File: src/rtl/mc_ctrl_pkg.sv
// mc_ctrl_pkg: shared multicycle control encodings.
// Opcodes, FSM states, datapath mux/ALU selects.
package mc_ctrl_pkg;

  typedef enum logic [3:0] {
    S_FETCH  = 4'd0,
    S_DECODE = 4'd1,
    S_MEMADR = 4'd2,
    S_MEMRD  = 4'd3,
    S_MEMWB  = 4'd4,
    S_MEMWR  = 4'd5,
    S_EXEC   = 4'd6,
    S_ALUWB  = 4'd7,
    S_IMMEX  = 4'd8,
    S_IMMWB  = 4'd9,
    S_BRANCH = 4'd10,
    S_JUMP   = 4'd11
  } state_e;

  localparam logic [5:0] OP_RTYPE = 6'b000000;
  localparam logic [5:0] OP_LW    = 6'b100011;
  localparam logic [5:0] OP_SW    = 6'b101011;
  localparam logic [5:0] OP_BEQ   = 6'b000100;
  localparam logic [5:0] OP_J     = 6'b000010;
  localparam logic [5:0] OP_ADDI  = 6'b001000;
  localparam logic [5:0] OP_ANDI  = 6'b001100;
  localparam logic [5:0] OP_ORI   = 6'b001101;
  localparam logic [5:0] OP_XORI  = 6'b001110;
  localparam logic [5:0] OP_LUI   = 6'b001111;

  localparam logic [1:0] ALUOP_ADD   = 2'b00;
  localparam logic [1:0] ALUOP_SUB   = 2'b01;
  localparam logic [1:0] ALUOP_FUNCT = 2'b10;
  localparam logic [1:0] ALUOP_OPC   = 2'b11;

  localparam logic [1:0] SRCB_RT    = 2'b00;
  localparam logic [1:0] SRCB_FOUR  = 2'b01;
  localparam logic [1:0] SRCB_IMM   = 2'b10;
  localparam logic [1:0] SRCB_IMMSH = 2'b11;

  localparam logic [1:0] PCSRC_ALU    = 2'b00;
  localparam logic [1:0] PCSRC_ALUOUT = 2'b01;
  localparam logic [1:0] PCSRC_JUMP   = 2'b10;

  typedef struct packed {
    logic       mem_req;
    logic       mem_wr;
    logic       iord;
    logic       irwrite;
    logic       pcwrite;
    logic [1:0] pcsrc;
    logic       alusrca;
    logic [1:0] alusrcb;
    logic [1:0] aluop;
    logic       regwrite;
    logic       regdst;
    logic       memtoreg;
  } ctrl_t;

  function automatic logic is_mem(input logic [5:0] op);
    return (op == OP_LW) || (op == OP_SW);
  endfunction

  function automatic logic is_imm(input logic [5:0] op);
    return (op == OP_ADDI) || (op == OP_ANDI) ||
           (op == OP_ORI)  || (op == OP_XORI) ||
           (op == OP_LUI);
  endfunction

endpackage

File: src/rtl/mc_ctrl.sv
// mc_ctrl: multicycle CPU control FSM with retire counter.
// In: clk, resetn, op[5:0], zero, mem_ready.
// Out: mem_req, mem_wr, iord, irwrite, pcwrite, pcsrc[1:0],
//   alusrca, alusrcb[1:0], aluop[1:0], regwrite, regdst,
//   memtoreg, retired[31:0].
module mc_ctrl
  import mc_ctrl_pkg::*;
(
  input  logic        clk,
  input  logic        resetn,
  input  logic [5:0]  op,
  input  logic        zero,
  input  logic        mem_ready,
  output logic        mem_req,
  output logic        mem_wr,
  output logic        iord,
  output logic        irwrite,
  output logic        pcwrite,
  output logic [1:0]  pcsrc,
  output logic        alusrca,
  output logic [1:0]  alusrcb,
  output logic [1:0]  aluop,
  output logic        regwrite,
  output logic        regdst,
  output logic        memtoreg,
  output logic [31:0] retired
);

  state_e      r_state;
  state_e      w_next;
  ctrl_t       w_ctrl;
  logic        w_retire;
  logic [31:0] r_retired;

  always_ff @(posedge clk or negedge resetn) begin
    if (!resetn) begin
      r_state <= S_FETCH;
    end else begin
      r_state <= w_next;
    end
  end

  always_comb begin
    w_next = r_state;
    unique case (r_state)
      S_FETCH:  if (mem_ready) w_next = S_DECODE;
      S_DECODE: begin
        unique case (1'b1)
          is_mem(op):        w_next = S_MEMADR;
          (op == OP_RTYPE):  w_next = S_EXEC;
          is_imm(op):        w_next = S_IMMEX;
          (op == OP_BEQ):    w_next = S_BRANCH;
          (op == OP_J):      w_next = S_JUMP;
          default:           w_next = S_FETCH;
        endcase
      end
      S_MEMADR:
        w_next = (op == OP_SW) ? S_MEMWR : S_MEMRD;
      S_MEMRD:  if (mem_ready) w_next = S_MEMWB;
      S_MEMWR:  if (mem_ready) w_next = S_FETCH;
      S_MEMWB:  w_next = S_FETCH;
      S_EXEC:   w_next = S_ALUWB;
      S_ALUWB:  w_next = S_FETCH;
      S_IMMEX:  w_next = S_IMMWB;
      S_IMMWB:  w_next = S_FETCH;
      S_BRANCH: w_next = S_FETCH;
      S_JUMP:   w_next = S_FETCH;
      default:  w_next = S_FETCH;
    endcase
  end

  always_comb begin
    w_ctrl   = '0;
    w_retire = 1'b0;
    unique case (r_state)
      S_FETCH: begin
        w_ctrl.mem_req = 1'b1;
        w_ctrl.alusrcb = SRCB_FOUR;
        w_ctrl.aluop   = ALUOP_ADD;
        w_ctrl.pcsrc   = PCSRC_ALU;
        w_ctrl.irwrite = mem_ready;
        w_ctrl.pcwrite = mem_ready;
      end
      S_DECODE: begin
        w_ctrl.alusrcb = SRCB_IMMSH;
        w_ctrl.aluop   = ALUOP_ADD;
      end
      S_MEMADR: begin
        w_ctrl.alusrca = 1'b1;
        w_ctrl.alusrcb = SRCB_IMM;
        w_ctrl.aluop   = ALUOP_ADD;
      end
      S_MEMRD: begin
        w_ctrl.mem_req = 1'b1;
        w_ctrl.iord    = 1'b1;
      end
      S_MEMWR: begin
        w_ctrl.mem_req = 1'b1;
        w_ctrl.mem_wr  = 1'b1;
        w_ctrl.iord    = 1'b1;
        w_retire       = mem_ready;
      end
      S_MEMWB: begin
        w_ctrl.regwrite = 1'b1;
        w_ctrl.memtoreg = 1'b1;
        w_retire        = 1'b1;
      end
      S_EXEC: begin
        w_ctrl.alusrca = 1'b1;
        w_ctrl.alusrcb = SRCB_RT;
        w_ctrl.aluop   = ALUOP_FUNCT;
      end
      S_ALUWB: begin
        w_ctrl.regwrite = 1'b1;
        w_ctrl.regdst   = 1'b1;
        w_retire        = 1'b1;
      end
      S_IMMEX: begin
        w_ctrl.alusrca = 1'b1;
        w_ctrl.alusrcb = SRCB_IMM;
        w_ctrl.aluop   = ALUOP_OPC;
      end
      S_IMMWB: begin
        w_ctrl.regwrite = 1'b1;
        w_retire        = 1'b1;
      end
      S_BRANCH: begin
        w_ctrl.alusrca = 1'b1;
        w_ctrl.alusrcb = SRCB_RT;
        w_ctrl.aluop   = ALUOP_SUB;
        w_ctrl.pcsrc   = PCSRC_ALUOUT;
        w_ctrl.pcwrite = zero;
        w_retire       = 1'b1;
      end
      S_JUMP: begin
        w_ctrl.pcsrc   = PCSRC_JUMP;
        w_ctrl.pcwrite = 1'b1;
        w_retire       = 1'b1;
      end
      default: begin
        w_ctrl   = '0;
        w_retire = 1'b0;
      end
    endcase
  end

  // Counter is only written on a retire so it holds
  // any externally loaded value between instructions.
  always_ff @(posedge clk or negedge resetn) begin
    if (!resetn) begin
      r_retired <= '0;
    end else if (w_retire) begin
      r_retired <= r_retired + 32'd1;
    end
  end

  // State is already FETCH during reset; only the
  // mem_ready-qualified enables need masking.
  assign mem_req  = w_ctrl.mem_req;
  assign mem_wr   = w_ctrl.mem_wr;
  assign iord     = w_ctrl.iord;
  assign irwrite  = w_ctrl.irwrite & resetn;
  assign pcwrite  = w_ctrl.pcwrite & resetn;
  assign pcsrc    = w_ctrl.pcsrc;
  assign alusrca  = w_ctrl.alusrca;
  assign alusrcb  = w_ctrl.alusrcb;
  assign aluop    = w_ctrl.aluop;
  assign regwrite = w_ctrl.regwrite;
  assign regdst   = w_ctrl.regdst;
  assign memtoreg = w_ctrl.memtoreg;
  assign retired  = r_retired;

endmodule

File: config.mk
export PLATFORM = sky130hd
export DESIGN_NAME = mc_ctrl
export DESIGN_NICKNAME = d
export VERILOG_FILES = /design/src/rtl/mc_ctrl_pkg.sv /design/src/rtl/mc_ctrl.sv
export SDC_FILE = /design/constraint.sdc
export NUM_CORES = 1
export LEC_CHECK = 0
export ABC_AREA = 1
export BUFFER_PORTS_ARGS = -buffer_cell sky130_fd_sc_hd__buf_4
export CORE_MARGIN = 2
export CORE_UTILIZATION = 46
export DETAILED_ROUTE_END_ITERATION = 10
export PLACE_DENSITY = 0.69
export SKIP_CTS_REPAIR_TIMING = 1
export SLEW_MARGIN = 0
export SYNTH_ARGS = -nofsm -noshare
export SYNTH_HDL_FRONTEND = slang
export SYNTH_SLANG_ARGS = --single-unit
File: constraint.sdc
create_clock -name clk -period 1.7 [get_ports clk]
set_input_delay 0.255 -clock clk [delete_from_list [all_inputs] [get_ports clk]]
set_output_delay 0.255 -clock clk [all_outputs]
set_load 0.02 [all_outputs]
==> impl_metrics.env <==
export IMPL_peakVddDrop_v=0.001127
export IMPL_max_freq_mhz=565.3
export IMPL_crit_buf_inv=2
export IMPL_tightest_slew_ns=0.4748
export IMPL_rr_worst_depth=8
export IMPL_max_stage_delay_ns=0.46
export IMPL_reg2reg_to="retired[6]"
export IMPL_synth_seq_area_share_pct=35.17
export IMPL_synth_area_mm2=0.002561
export IMPL_worst_slack_ns=-0.06906
export IMPL_ys_warn_count=0
export IMPL_chipWidth_um=78.62
export IMPL_port_buffers=56
export IMPL_violations="setup timing"
export IMPL_clkPwrFrac_pct=16.9
export IMPL_post_dp_hpwl_mm=5.068
export IMPL_cpMaxStageDelayCell="dfrtp_2"
export IMPL_setup_tns_ns=-0.1639
export IMPL_drc=0
export IMPL_diodes=0
export IMPL_root_buffer="clkbuf_8"
export IMPL_totalWireLength_mm=6.967
export IMPL_worst_path_stages=5
export IMPL_synth_cell_types=26
export IMPL_dr_first_iter_drc_count=142
export IMPL_worstPathArrival_ns=1.51
export IMPL_pwr_share_comb_pct=53.2
export IMPL_cts_tree="built"
export IMPL_path_cells="nand2_4 > inv_1 > nand2_2 > or3b_4 > buf_6"
export IMPL_die_area_mm2=0.006180
export IMPL_cp_end_kind="output port"
export IMPL_synth_fp_nets=419
export IMPL_r2r_start="r_state[1]"
export IMPL_status="finished, violations left"
export IMPL_fin_nets=488
export IMPL_relSlewSlack_pct=68.35
export IMPL_vias=2737
export IMPL_grt_antenna_before_repair=0
export IMPL_critPathLaunch="r_state[3]"
export IMPL_p_seq_share_pct=29.9
export IMPL_p_total_mw=3.771
export IMPL_cts_htree_levels=2
export IMPL_setup_viol_count_final=3
export IMPL_grt_overflow=0
export IMPL_clkSinkCount=36
export IMPL_crit_fanout=5
export IMPL_clk_path_buf_depth=2
export IMPL_cp_required_ns=1.44
export IMPL_grt_pass1_vias=2382
export IMPL_cp_start_kind="flop"
export IMPL_power_leakage_nw=1.696
export IMPL_track_usage_pct=22.17
export IMPL_post_drt_wl_per_cell_um=12.67
export IMPL_drv_cap=0
export IMPL_p_switching_mw=1.657
export IMPL_ys_seq_elements=36
export IMPL_power_internal_mw=2.114
export IMPL_rows=27
export IMPL_period_needed_ns=1.769
export IMPL_cts_made_buffers=5
export IMPL_start_util_pct=47.09
export IMPL_cpLargestDelayFamily="simple AND/OR/NAND/NOR gates"
export IMPL_clk_pin_slew_ns=0.07
export IMPL_io_pins=57
export IMPL_first_pass_iters=5
export IMPL_gp_congestion=0.8978
export IMPL_fin_worst_skew_ns=0.004253
export IMPL_grt_max_degree=37
export IMPL_clk_latency_ns=0.29
export IMPL_avgSynthCellArea_um2=6.277
export IMPL_antenna_left=0
export IMPL_grt_pass1_wl_mm=10.95
export IMPL_reg2reg_slack_ns=0.13
export IMPL_p_per_area_mw_per_mm2=1115
export IMPL_critPathKind="flop to output port"
export IMPL_coreArea_mm2=0.005439
export IMPL_drive_gt1_share_pct=26.99
export IMPL_crit_end="alusrcb[1]"
export IMPL_rsz0062_at_grt="true"
export IMPL_via_per_inst=4.976
export IMPL_die_y_um=78.62
export IMPL_hp_class="input port to async pin"
export IMPL_area_growth_syn_to_layout_pct=32.00
export IMPL_hold_violations=0
export IMPL_fillers=522
export IMPL_swShare_pct=43.94
export IMPL_slew_viol_final=0
export IMPL_syn_inst=408
export IMPL_post_route_period_util_pct=104.1
export IMPL_holdWs_ns=0.01494
-- cells in the mapped netlist --
library cell	count	share of area [%]
a21oi_1	3	0.59
and3_1	1	0.24
buf_2	1	0.20
buf_4	2	0.59
buf_6	1	0.44
buf_8	2	1.2
clkinv_1	1	0.15
dfrtp_1	36	35
ha_1	1	0.49
inv_1	51	7.5
inv_2	4	0.59
nand2_1	159	23
nand2_2	3	0.73
nand2_4	1	0.44
nand3_1	28	5.5
nand3b_1	5	1.5
nand4_1	10	2.4
nor2_1	63	9.2
nor2_2	4	0.98
nor2_4	1	0.44
nor3_1	2	0.39
o21ai_0	13	2.5
o21ai_2	3	1.0
or3b_2	1	0.34
xnor2_1	4	1.4
xor2_1	8	2.7
-- flip-flops by register name, summed over array words and instances, names as in the netlist --
signal / cells
retired: 32
r_state: 4
-- cells in the final DEF, fill, tap and decap left out, drive strengths merged, types with 3 or more instances in the layout --
cell type	n
nand2	163
buf	68
nor2	68
inv	56
dfrtp	36
nand3	28
o21ai	16
nand4	10
xor2	8
clkbuf	6
nand3b	5
xnor2	4
a21oi	3
-- layer usage --
metal / up-vias / global-route usage [%] / wire [um]
li1: 1392 / - / -
met4: 0 / 4.737 / 116
met5: - / 0 / 0
met1: 1254 / 30.51 / 3201
met2: 80 / 36.24 / 3200
met3: 11 / 4.253 / 447
-- kinds of logic after synthesis --
group / after synthesis / share of synthesized area [%]
and+or+nand+nor: 278 / 45.48
buffers and inverters: 62 / 10.60
DFF: 36 / 35.17
AOI/OAI and AO/OA: 19 / 4.152
xor gates and xnor gates: 12 / 4.104
adders and majority gates: 1 / 0.4884
-- layout make-up --
cell class | instances | area [um2] | share of cell area, %
Timing Repair Buffer | 68 | 563.0 | 16.65
Multi-Input combinational cell | 310 | 1518 | 44.89
Clock inverter | 2 | 10.01 | 0.2961
Sequential cell | 36 | 904.6 | 26.76
Tap cell | 72 | 90.09 | 2.665
Inverter | 56 | 212.7 | 6.292
Clock buffer | 6 | 82.58 | 2.443
-- worst min path at each step --
stage / startpoint / to / slack [ns] / cells past startpoint
finish: resetn / retired[1] / 0.01 / 2
CTS: resetn / retired[29] / 0.04 / 2
global route: resetn / retired[2] / 0.06 / 2
detailed placement: resetn / retired[2] / 0.35 / 2
floorplan: resetn / r_state[0] / -0.04 / 0
global placement: resetn / retired[2] / 0.34 / 2
-- metrics by stage --
step,setup slack [ns],utilization (%),instances,area [um2]
final,-0.06906,62.16,550,3381
after global routing,-0.1348,62.16,550,3381
after CTS,-0.2236,58.06,542,3158
after detailed placement,0.03940,56.36,534,3065
after global placement,0.1079,56.36,534,3065
after floorplan,0.06835,-,408,2561
-- power by group through the flow --
stage          clock [mW]  combinational, mW  sequential, mW
2_1_floorplan           0               1.03            1.16
3_3_place_gp            0               1.64            1.09
3_5_place_dp            0               1.64            1.09
4_1_cts             0.650               1.64            1.08
5_1_grt             0.688               2.17            1.14
6_report            0.638               2.00            1.13
Note: power is estimated with default switching activity, not from simulation.
